<file path="config.mk">
export PLATFORM = sky130hd
export DESIGN_NAME = fp_normalizer
export DESIGN_NICKNAME = d
export VERILOG_FILES = /design/src/rtl/fp_normalizer.sv
export SDC_FILE = /design/constraint.sdc
export NUM_CORES = 1
export LEC_CHECK = 0
export CORE_UTILIZATION = 40
export DETAILED_ROUTE_END_ITERATION = 16
export SLEW_MARGIN = 20
export SYNTH_ARGS = -nofsm -noshare
export SYNTH_HDL_FRONTEND = slang
export SYNTH_SLANG_ARGS = --single-unit
</file>
<file path="constraint.sdc">
create_clock -name clk -period 6.4 [get_ports clk]
set_clock_uncertainty 0.1 [all_clocks]
set_input_delay 0.64 -clock clk [delete_from_list [all_inputs] [get_ports clk]]
set_output_delay 0.64 -clock clk [all_outputs]
set_load 0.02 [all_outputs]
</file>
<file path="src/rtl/fp_normalizer.sv">
// Post add/sub normalizer: iterative shift, IEEE-754 single pack, over/underflow flag.
// Define FP_NORMALIZER_ROUND_EN for round-half-even on the carry right-shift.
module fp_normalizer #(
    parameter int SIGNI       = 23,
    parameter int EXPO_LENGTH = 8
) (
    input  logic                   clk,
    input  logic                   rst,
    input  logic                   in_valid,
    output logic                   in_ready,
    input  logic                   in_sign,
    input  logic [EXPO_LENGTH-1:0] in_expo,
    input  logic [SIGNI+1:0]       in_signi,
    output logic                   out_valid,
    input  logic                   out_ready,
    output logic [31:0]            out,
    output logic                   under_overflow,
    output logic                   busy
);

    localparam logic [EXPO_LENGTH-1:0] EMAX = '1;

    typedef enum logic [2:0] {
        S_IDLE,
        S_EVAL,
        S_SHIFT,
`ifdef FP_NORMALIZER_ROUND_EN
        S_ROUND,
`endif
        S_DONE
    } state_t;

    state_t                 r_state;
    logic                   r_sign;
    logic [EXPO_LENGTH-1:0] r_expo;
    logic [SIGNI+1:0]       r_signi;
    logic [31:0]            r_res;
    logic                   r_flag;

    logic [EXPO_LENGTH-1:0] w_expo_inc;
    logic [EXPO_LENGTH-1:0] w_expo_dec;
    logic [SIGNI+1:0]       w_rsh;
    logic [SIGNI+1:0]       w_lsh;
    logic [31:0]            w_zero;
    logic [31:0]            w_inf;

    assign w_expo_inc = r_expo + 1'b1;
    assign w_expo_dec = r_expo - 1'b1;
    assign w_rsh      = r_signi >> 1;
    assign w_lsh      = r_signi << 1;
    assign w_zero     = {r_sign, {(EXPO_LENGTH+SIGNI){1'b0}}};
    assign w_inf      = {r_sign, EMAX, {SIGNI{1'b0}}};

`ifdef FP_NORMALIZER_ROUND_EN
    logic [SIGNI+1:0] w_rnd;
    logic [SIGNI+1:0] w_rnd_sh;
    assign w_rnd    = r_signi + 1'b1;
    assign w_rnd_sh = w_rnd >> 1;
`endif

    assign in_ready = (r_state == S_IDLE);
    assign busy     = (r_state != S_IDLE);

    function automatic logic [31:0] f_pack(
        input logic                   s,
        input logic [EXPO_LENGTH-1:0] e,
        input logic [SIGNI+1:0]       m
    );
        return {s, e, m[SIGNI-1:0]};
    endfunction

    always_ff @(posedge clk or posedge rst) begin
        if (rst) begin
            r_state        <= S_IDLE;
            r_sign         <= 1'b0;
            r_expo         <= '0;
            r_signi        <= '0;
            r_res          <= '0;
            r_flag         <= 1'b0;
            out            <= '0;
            out_valid      <= 1'b0;
            under_overflow <= 1'b0;
        end else begin
            unique case (r_state)
                S_IDLE: begin
                    if (in_valid) begin
                        r_sign  <= in_sign;
                        r_expo  <= in_expo;
                        r_signi <= in_signi;
                        r_state <= S_EVAL;
                    end
                end
                S_EVAL: begin
                    r_state <= S_DONE;
                    r_flag  <= 1'b0;
                    if (r_signi == '0) begin
                        r_res <= w_zero;
                    end else if (r_expo == EMAX) begin
                        r_res  <= w_inf;
                        r_flag <= 1'b1;
                    end else if (r_signi[SIGNI+1]) begin
                        r_signi <= w_rsh;
                        r_expo  <= w_expo_inc;
                        if (w_expo_inc == EMAX) begin
                            r_res  <= w_inf;
                            r_flag <= 1'b1;
`ifdef FP_NORMALIZER_ROUND_EN
                        // guard bit and new LSB both set: round up next cycle
                        end else if (r_signi[0] & r_signi[1]) begin
                            r_state <= S_ROUND;
`endif
                        end else begin
                            r_res <= f_pack(r_sign, w_expo_inc, w_rsh);
                        end
                    end else if (r_signi[SIGNI]) begin
                        r_res <= f_pack(r_sign, r_expo, r_signi);
                    end else begin
                        r_state <= S_SHIFT;
                    end
                end
                S_SHIFT: begin
                    // exponent saturates at zero; no denormals are produced
                    if (r_expo == '0) begin
                        r_res   <= w_zero;
                        r_flag  <= 1'b1;
                        r_state <= S_DONE;
                    end else begin
                        r_signi <= w_lsh;
                        r_expo  <= w_expo_dec;
                        if (w_lsh[SIGNI]) begin
                            r_res   <= f_pack(r_sign, w_expo_dec, w_lsh);
                            r_flag  <= 1'b0;
                            r_state <= S_DONE;
                        end else if (w_expo_dec == '0) begin
                            r_res   <= w_zero;
                            r_flag  <= 1'b1;
                            r_state <= S_DONE;
                        end
                    end
                end
`ifdef FP_NORMALIZER_ROUND_EN
                S_ROUND: begin
                    r_state <= S_DONE;
                    if (w_rnd[SIGNI+1]) begin
                        r_signi <= w_rnd_sh;
                        r_expo  <= w_expo_inc;
                        if (w_expo_inc == EMAX) begin
                            r_res  <= w_inf;
                            r_flag <= 1'b1;
                        end else begin
                            r_res <= f_pack(r_sign, w_expo_inc, w_rnd_sh);
                        end
                    end else begin
                        r_signi <= w_rnd;
                        r_res   <= f_pack(r_sign, r_expo, w_rnd);
                    end
                end
`endif
                S_DONE: begin
                    if (!out_valid) begin
                        out            <= r_res;
                        under_overflow <= r_flag;
                        out_valid      <= 1'b1;
                    end else if (out_ready) begin
                        out_valid <= 1'b0;
                        r_state   <= S_IDLE;
                    end
                end
                default: r_state <= S_IDLE;
            endcase
        end
    end

endmodule

</file>
==> out/results.txt <==
Routed Antenna Nets = 0
Synth Register Bits = 103
Clock Pin Slew Worst Setup and Hold Paths = 0.07 ns
Synth area leader = dfrtp_1
RR Startpoint = r_state[0]$_DFFE_PP0P_
Total Die Area = 15100 µm²
Die Height = 123 µm
Power Density = 607 nW/µm²
Cells after DPL = 797
CTS Hold Bufs = 0
Site Rows = 43
Hold Path Depth = 2
CP Max Fanout = 35
CP Data Required Time = 6.54 ns
starting density of the core = 41.6%
Setup CP Type = flip-flop to flip-flop
FF/Latch Area = 2580 µm²
Hold WC Path Type = flip-flop to flip-flop
Via density = 5.52
worst slew pin tran = 1.03 ns
Final Setup Violations = 0
async set-or-reset flop fraction in the synthesized netlist = 100%
Syn. warnings = 0
CP arrival = 3.36 ns
worst r2r dst = r_res[30]$_DFFE_PP0P_
vias in the first global route = 4419
startpoint types = flip-flop
H-tree depth = 3
IO buf count = 73
setup TNS = 0 ns
Critical Path Sink Type = flip-flop
total track usage = 19.9%
hold-critical path endpoint = out[27]$_DFFE_PP0P_
fin cells = 813
synth top area cells = dfrtp_1 (44%), o21ai_0 (7.3%), mux2_4 (7.2%)
Max clock buf depth = 2
Die X-Extent = 123 µm
Max Fclk = 310 MHz
min Tclk post-route = 3.22 ns
Routed WL = 14000 µm
Synth Net Count = 634
Post-Syn Area = 5860 µm²
gate count of the mapped netlist = 586
slew margin rel. = 31.2%
antenna fix cells = 0
layout cell share with drive strength beyond 1 = 15.0%
register-to-register path setup slack = 3.18 ns
Pre-antenna DRT Iters = 5
DRC = 0
Yosys top cell area share = 44.0%
EDFF count, synth = 0
global-route wire length before repair = 23000 µm
core area = 14100 µm²
Top FF cell, synth = dfrtp_1
multiplexer area fraction after synthesis = 19.2%
period utilization = 50.4%
worst reg-to-reg path cell count = 8
setup bufs post-CTS = 0
Post-Synth XOR/XNOR Area = 1.79%
Simple-Gate Fraction of Synth Area = 12.0%
drt wl/cell = 17.2 µm
worst IR drop on VDD = 0.000341 V
CTS Sinks = 103
RSZ-0062 raised after global routing = no
Fill cells = 1317
Slew Limit Fails = 0
status = completed
Clk Latency, worst-skew pair = 0.35 ns
CTS Root Cell = clkbuf_16
Avg Cell Area, Syn = 10.0 µm²
detailed placer's ending HPWL = 9320 µm
pin count of the biggest net entering global routing = 68
CTS tree = yes
num ports = 74
Nets = 676
area grow syn2layout = 18.2%
sequential share of the synthesized area = 44.0%
final hold vios = 0
Compound-Gate Fraction of Synth Area = 15.9%
Yosys cell types = 58
grt ovf = 0
most numerous cell in the Yosys netlist = dfrtp_1
CTS Buf Count = 9
initial antenna violation count = 0
max-cap violation count = 0
DR iter-0 viols = 359
CTS resizes = 0
LEAKAGE = 3.02 nW
Final GP Congestion = 0.902
Vias = 4488
top cells by count, synth = dfrtp_1 (103), nand2_1 (91), o21ai_0 (85), mux2_2 (36)
Hold Path Origin = out[27]$_DFFE_PP0P_
largest family of logic cells by synthesized area = multiplexers
Synth Area in Adders = 2.14%
area of the multi-input gates = 3010 µm²
[layout by cell type, fill, tap and decap left out, types with 3 or more instances in the layout]
cell             count
nor2b_1              4
dfrtp_1            103
o22ai_1              5
nand3_1              9
mux2_4              28
xnor2_1              9
clkbuf_8             3
clkbuf_16            9
clkdlybuf4s50_1     73
a22oi_1             23
o21ai_0             85
a31oi_1              3
a21o_1               3
nor3_1               5
buf_4                6
nor2_1              15
nand2_1             91
and3_1               4
nor4_1               7
nand2b_1             3
xor2_1               3
inv_1               11
a211oi_1             3
a21oi_1              9
mux2i_1             30
ha_1                 9
mux2_2              36
nand4_1              5
[metal layers]
metal	wire length [µm]	up-vias	GRT usage (%)
li1	-	2170	-
met3	700	23	4.11
met4	238	0	7.23
met2	6100	144	29.4
met1	6920	2151	28.6
met5	0	-	0
[cell type report]
| cell class | count | share of cell area (%) |
|---|---|---|
| Tap cell | 180 | 3.25 |
| Inverter | 12 | 0.686 |
| Sequential cell | 103 | 37.2 |
| Timing Repair Buffer | 79 | 11.2 |
| Clock buffer | 13 | 3.90 |
| Multi-Input combinational cell | 423 | 43.4 |
| Clock inverter | 3 | 0.361 |
[worst max path at each step]
stage                                       from                     to  slack (ns)  cells after the start
after detailed placement  r_state[0]$_DFFE_PP0P_  r_res[31]$_DFFE_PP0P_        3.27                      8
after global routing      r_state[0]$_DFFE_PP0P_  r_res[30]$_DFFE_PP0P_        3.04                      8
after global placement    r_state[0]$_DFFE_PP0P_  r_res[30]$_DFFE_PP0P_        3.33                      8
after CTS                 r_state[0]$_DFFE_PP0P_  r_res[30]$_DFFE_PP0P_        3.24                      8
after floorplan                              rst     out[0]$_DFFE_PP0P_        2.96                      1
final                     r_state[0]$_DFFE_PP0P_  r_res[30]$_DFFE_PP0P_        3.18                      8
[through the flow]
step | hold WS, ns | power, mW | cell area (µm²) | worst slack [ns] | util (%)
global route | 0.424 | 4.54 | 6930 | 3.04 | 49.1
finish | 0.390 | 4.20 | 6930 | 3.18 | 49.1
CTS | 0.400 | 4.21 | 6920 | 3.24 | 49.1
detailed placement | 0.385 | 3.65 | 6620 | 3.27 | 47.0
global placement | 0.368 | 3.60 | 6620 | 3.33 | 47.0
floorplan | 0.375 | 3.09 | 5860 | 2.96 | -
[power by group]
part | leakage (nW) | total (mW) | switching (mW) | internal (mW)
Combinational | 1.59 | 2.34 | 1.23 | 1.11
Sequential | 1.30 | 1.32 | 0.346 | 0.969
Clock | 0.142 | 0.546 | 0.247 | 0.298
Total | 3.02 | 4.20 | 1.82 | 2.38
[cell families (layout without fill, tap and decap cells)]
family                   Yosys count  count (layout)
adder cells (fa/ha/maj)           10              10
AND/OR/NAND/NOR                  155             155
buffers and inverters             60             107
multiplexers                      94              94
XOR/XNOR                          12              12
AO/OA/AOI/OAI                    152             152
flip-flops                       103             103
[state kept, by name, summed over array words and instances, names as in the netlist]
register / count
out: 32
r_res: 32
r_signi: 25
r_expo: 8
r_state: 2
out_valid: 1
r_flag: 1
r_sign: 1
under_overflow: 1
[worst max-delay path: stages (launching register included)]
cell     delay [ns]
dfrtp_1        0.43
inv_1          0.15
ha_1           0.16
buf_4          0.37
inv_1          0.27
or3_1          0.41
a31oi_2        0.27
a211o_4        0.54
mux2_2         0.40
(Power assumes the default switching activity.)
==> edit, RTL diff (config.mk and constraints unchanged) <==
Put one more register stage on the output `under_overflow`, cleared by the reset. The value now appears one clock later. The other outputs are not delayed to match.
--- a/src/rtl/fp_normalizer.sv
+++ b/src/rtl/fp_normalizer.sv
@@ -30,4 +30,6 @@
         S_DONE
     } state_t;
+
+    logic under_overflow_s0;
 
     state_t                 r_state;
@@ -80,5 +82,5 @@
             out            <= '0;
             out_valid      <= 1'b0;
-            under_overflow <= 1'b0;
+            under_overflow_s0 <= 1'b0;
         end else begin
             unique case (r_state)
@@ -160,5 +162,5 @@
                     if (!out_valid) begin
                         out            <= r_res;
-                        under_overflow <= r_flag;
+                        under_overflow_s0 <= r_flag;
                         out_valid      <= 1'b1;
                     end else if (out_ready) begin
@@ -172,4 +174,12 @@
     end
 
+    always_ff @(posedge clk or posedge rst) begin
+        if (rst) begin
+            under_overflow <= '0;
+        end else begin
+            under_overflow <= under_overflow_s0;
+        end
+    end
+
 endmodule
 
Behaviour: not the same (a bounded check fails within 4 cycles, from zero or initial values and one cycle with rst high).
==> edit against the unedited design <==
- area after synthesis rose by 0.43%
- sequential cell count rose by 1
- design area rose by 0.43%
- total power rose by 0.60%
- die area rose by 0.42%
- routed wire length rose by 1.1%
- setup slack improved by 0.0050 ns
- largest cell class unchanged
- highest routed layer unchanged
==> edit: results (changes against the unedited design) <==
| Metric | Value |
|---|---|
| GR Util met1 | 30.25% (was 28.61%) |
| Nature of the critical path startpoint | flop (unchanged) |
| Clock latency at the later pin of the worst-skew pair | 0.35 ns (about the same) |
| Hold path depth | 0 (was 2) |
| Peak VDD IR | 0.0002976 V (was 0.0003406 V) |
| Status | completed (unchanged) |
| Placed cells | 799 (was 797) |
| HPWL after DPL | 9561 µm (was 9317 µm) |
| Syn Area/Cell | 10.02 µm² (was 9.997 µm²) |
| WL met1 | 6957 µm (was 6921 µm) |
| R2R setup slack | 3.18 ns (about the same) |
| First-pass GRT wire length | 23660 µm (was 23030 µm) |
| Via count | 4491 (was 4488) |
| RePlAce Congestion | 0.8675 (was 0.9021) |
| Multiplexer share of the synthesized area | 19.14% (was 19.22%) |
| Most common library cells after synthesis | 104 x dfrtp_1, 91 x nand2_1, 85 x o21ai_0 (was 103 x dfrtp_1, 91 x nand2_1, 85 x o21ai_0) |
| Vias in the first global route | 4411 (was 4419) |
| Met3 Usage GRT | 2.814% (was 4.105%) |
| GRT Resource Usage Total | 20.34% (was 19.87%) |
| Clock Tree Root | clkbuf_16 (unchanged) |
| CP endpoint | r_res[30]$_DFFE_PP0P_ (unchanged) |
| Sw Ratio | 43.06% (was 43.34%) |
| Share of cells above drive strength 1 | 14.83% (was 15.01%) |
| Dominant cells by area after synthesis | dfrtp_1 44%, o21ai_0 7.2%, mux2_4 7.1% (was dfrtp_1 44%, o21ai_0 7.3%, mux2_4 7.2%) |
| DR WL met2 | 6376 µm (was 6101 µm) |
| Adder-cell share of the synthesized area | 2.127% (was 2.136%) |
| Total Nets Final | 678 (was 676) |
| Fill count | 1308 (was 1317) |
| Seq/Total Area, Yosys | 44.24% (was 44.00%) |
| Placement-stage cell area | 0.006651 mm² (was 0.006621 mm²) |
| Met2 usage in global routing | 30.10% (was 29.42%) |
| Fin cells | 814 (was 813) |
| Pleak | 3.046 nW (was 3.024 nW) |
| Synth Area in Compound Gates | 15.82% (was 15.89%) |
| Hold WC Path Type | reg -> reg (unchanged) |
| Worst-Margin Slew | 0.8711 ns (was 1.031 ns) |
| Largest registers | out: 32 flops, r_res: 32 flops, r_signi: 25 flops (unchanged) |
| Synth warn | 0 (unchanged) |
| Crit path DAT | 3.35 ns (was 3.36 ns) |
| Fmax achieved | 310.8 MHz (was 310.3 MHz) |
| CTS clock-pin slew for the worst setup and hold paths | 0.07 ns (about the same) |
| Routed WL per cell | 17.34 µm (was 17.17 µm) |
| Hold Crit Start | under_overflow_s0$_DFFE_PP0P_ (was out[27]$_DFFE_PP0P_) |
| Hold slack final | 0.2782 ns (was 0.3898 ns) |
| Xor and xnor area share after synthesis | 1.786% (was 1.794%) |
| Met3 wire len | 621 µm (was 700 µm) |
| Crit Path Max Fanout | 35 (unchanged) |
| Synthesized net count | 635 (was 634) |
| Pre-CTS setup slack | 3.253 ns (was 3.265 ns) |
| Hold Path End | under_overflow$_DFF_PP0_ (was out[27]$_DFFE_PP0P_) |
| First DRT Iteration DRCs | 268 (was 359) |
| Post-CTS sizing | 0 (unchanged) |
| Bufs on Longest Clock Path | 2 (unchanged) |
edit: final cells by class:
type | count | area, µm² | share of cell area [%]
Clock inverter | 4 | 52.55 | 0.7554
Inverter | 12 | 47.55 | 0.6835
Clock buffer | 11 | 242.7 | 3.489
Multi-Input combinational cell | 423 | 3003 | 43.17
Sequential cell | 104 | 2603 | 37.41
Timing Repair Buffer | 80 | 783.3 | 11.26
Tap cell | 180 | 225.2 | 3.237
edit: logic make-up after synthesis:
group,Yosys count
flip-flops,104
AO/OA/AOI/OAI,152
adder cells (fa/ha/maj),10
buffers and inverters,60
XOR/XNOR,12
multiplexers,94
AND/OR/NAND/NOR,155
edit: power by group through the flow:
stage / clock [mW] / sequential (mW) / combinational, mW
CTS: 0.576 / 1.34 / 2.33
finish: 0.561 / 1.34 / 2.32
floorplan: 0 / 1.29 / 1.81
detailed placement: 0 / 1.35 / 2.32
global route: 0.609 / 1.39 / 2.58
global placement: 0 / 1.33 / 2.27
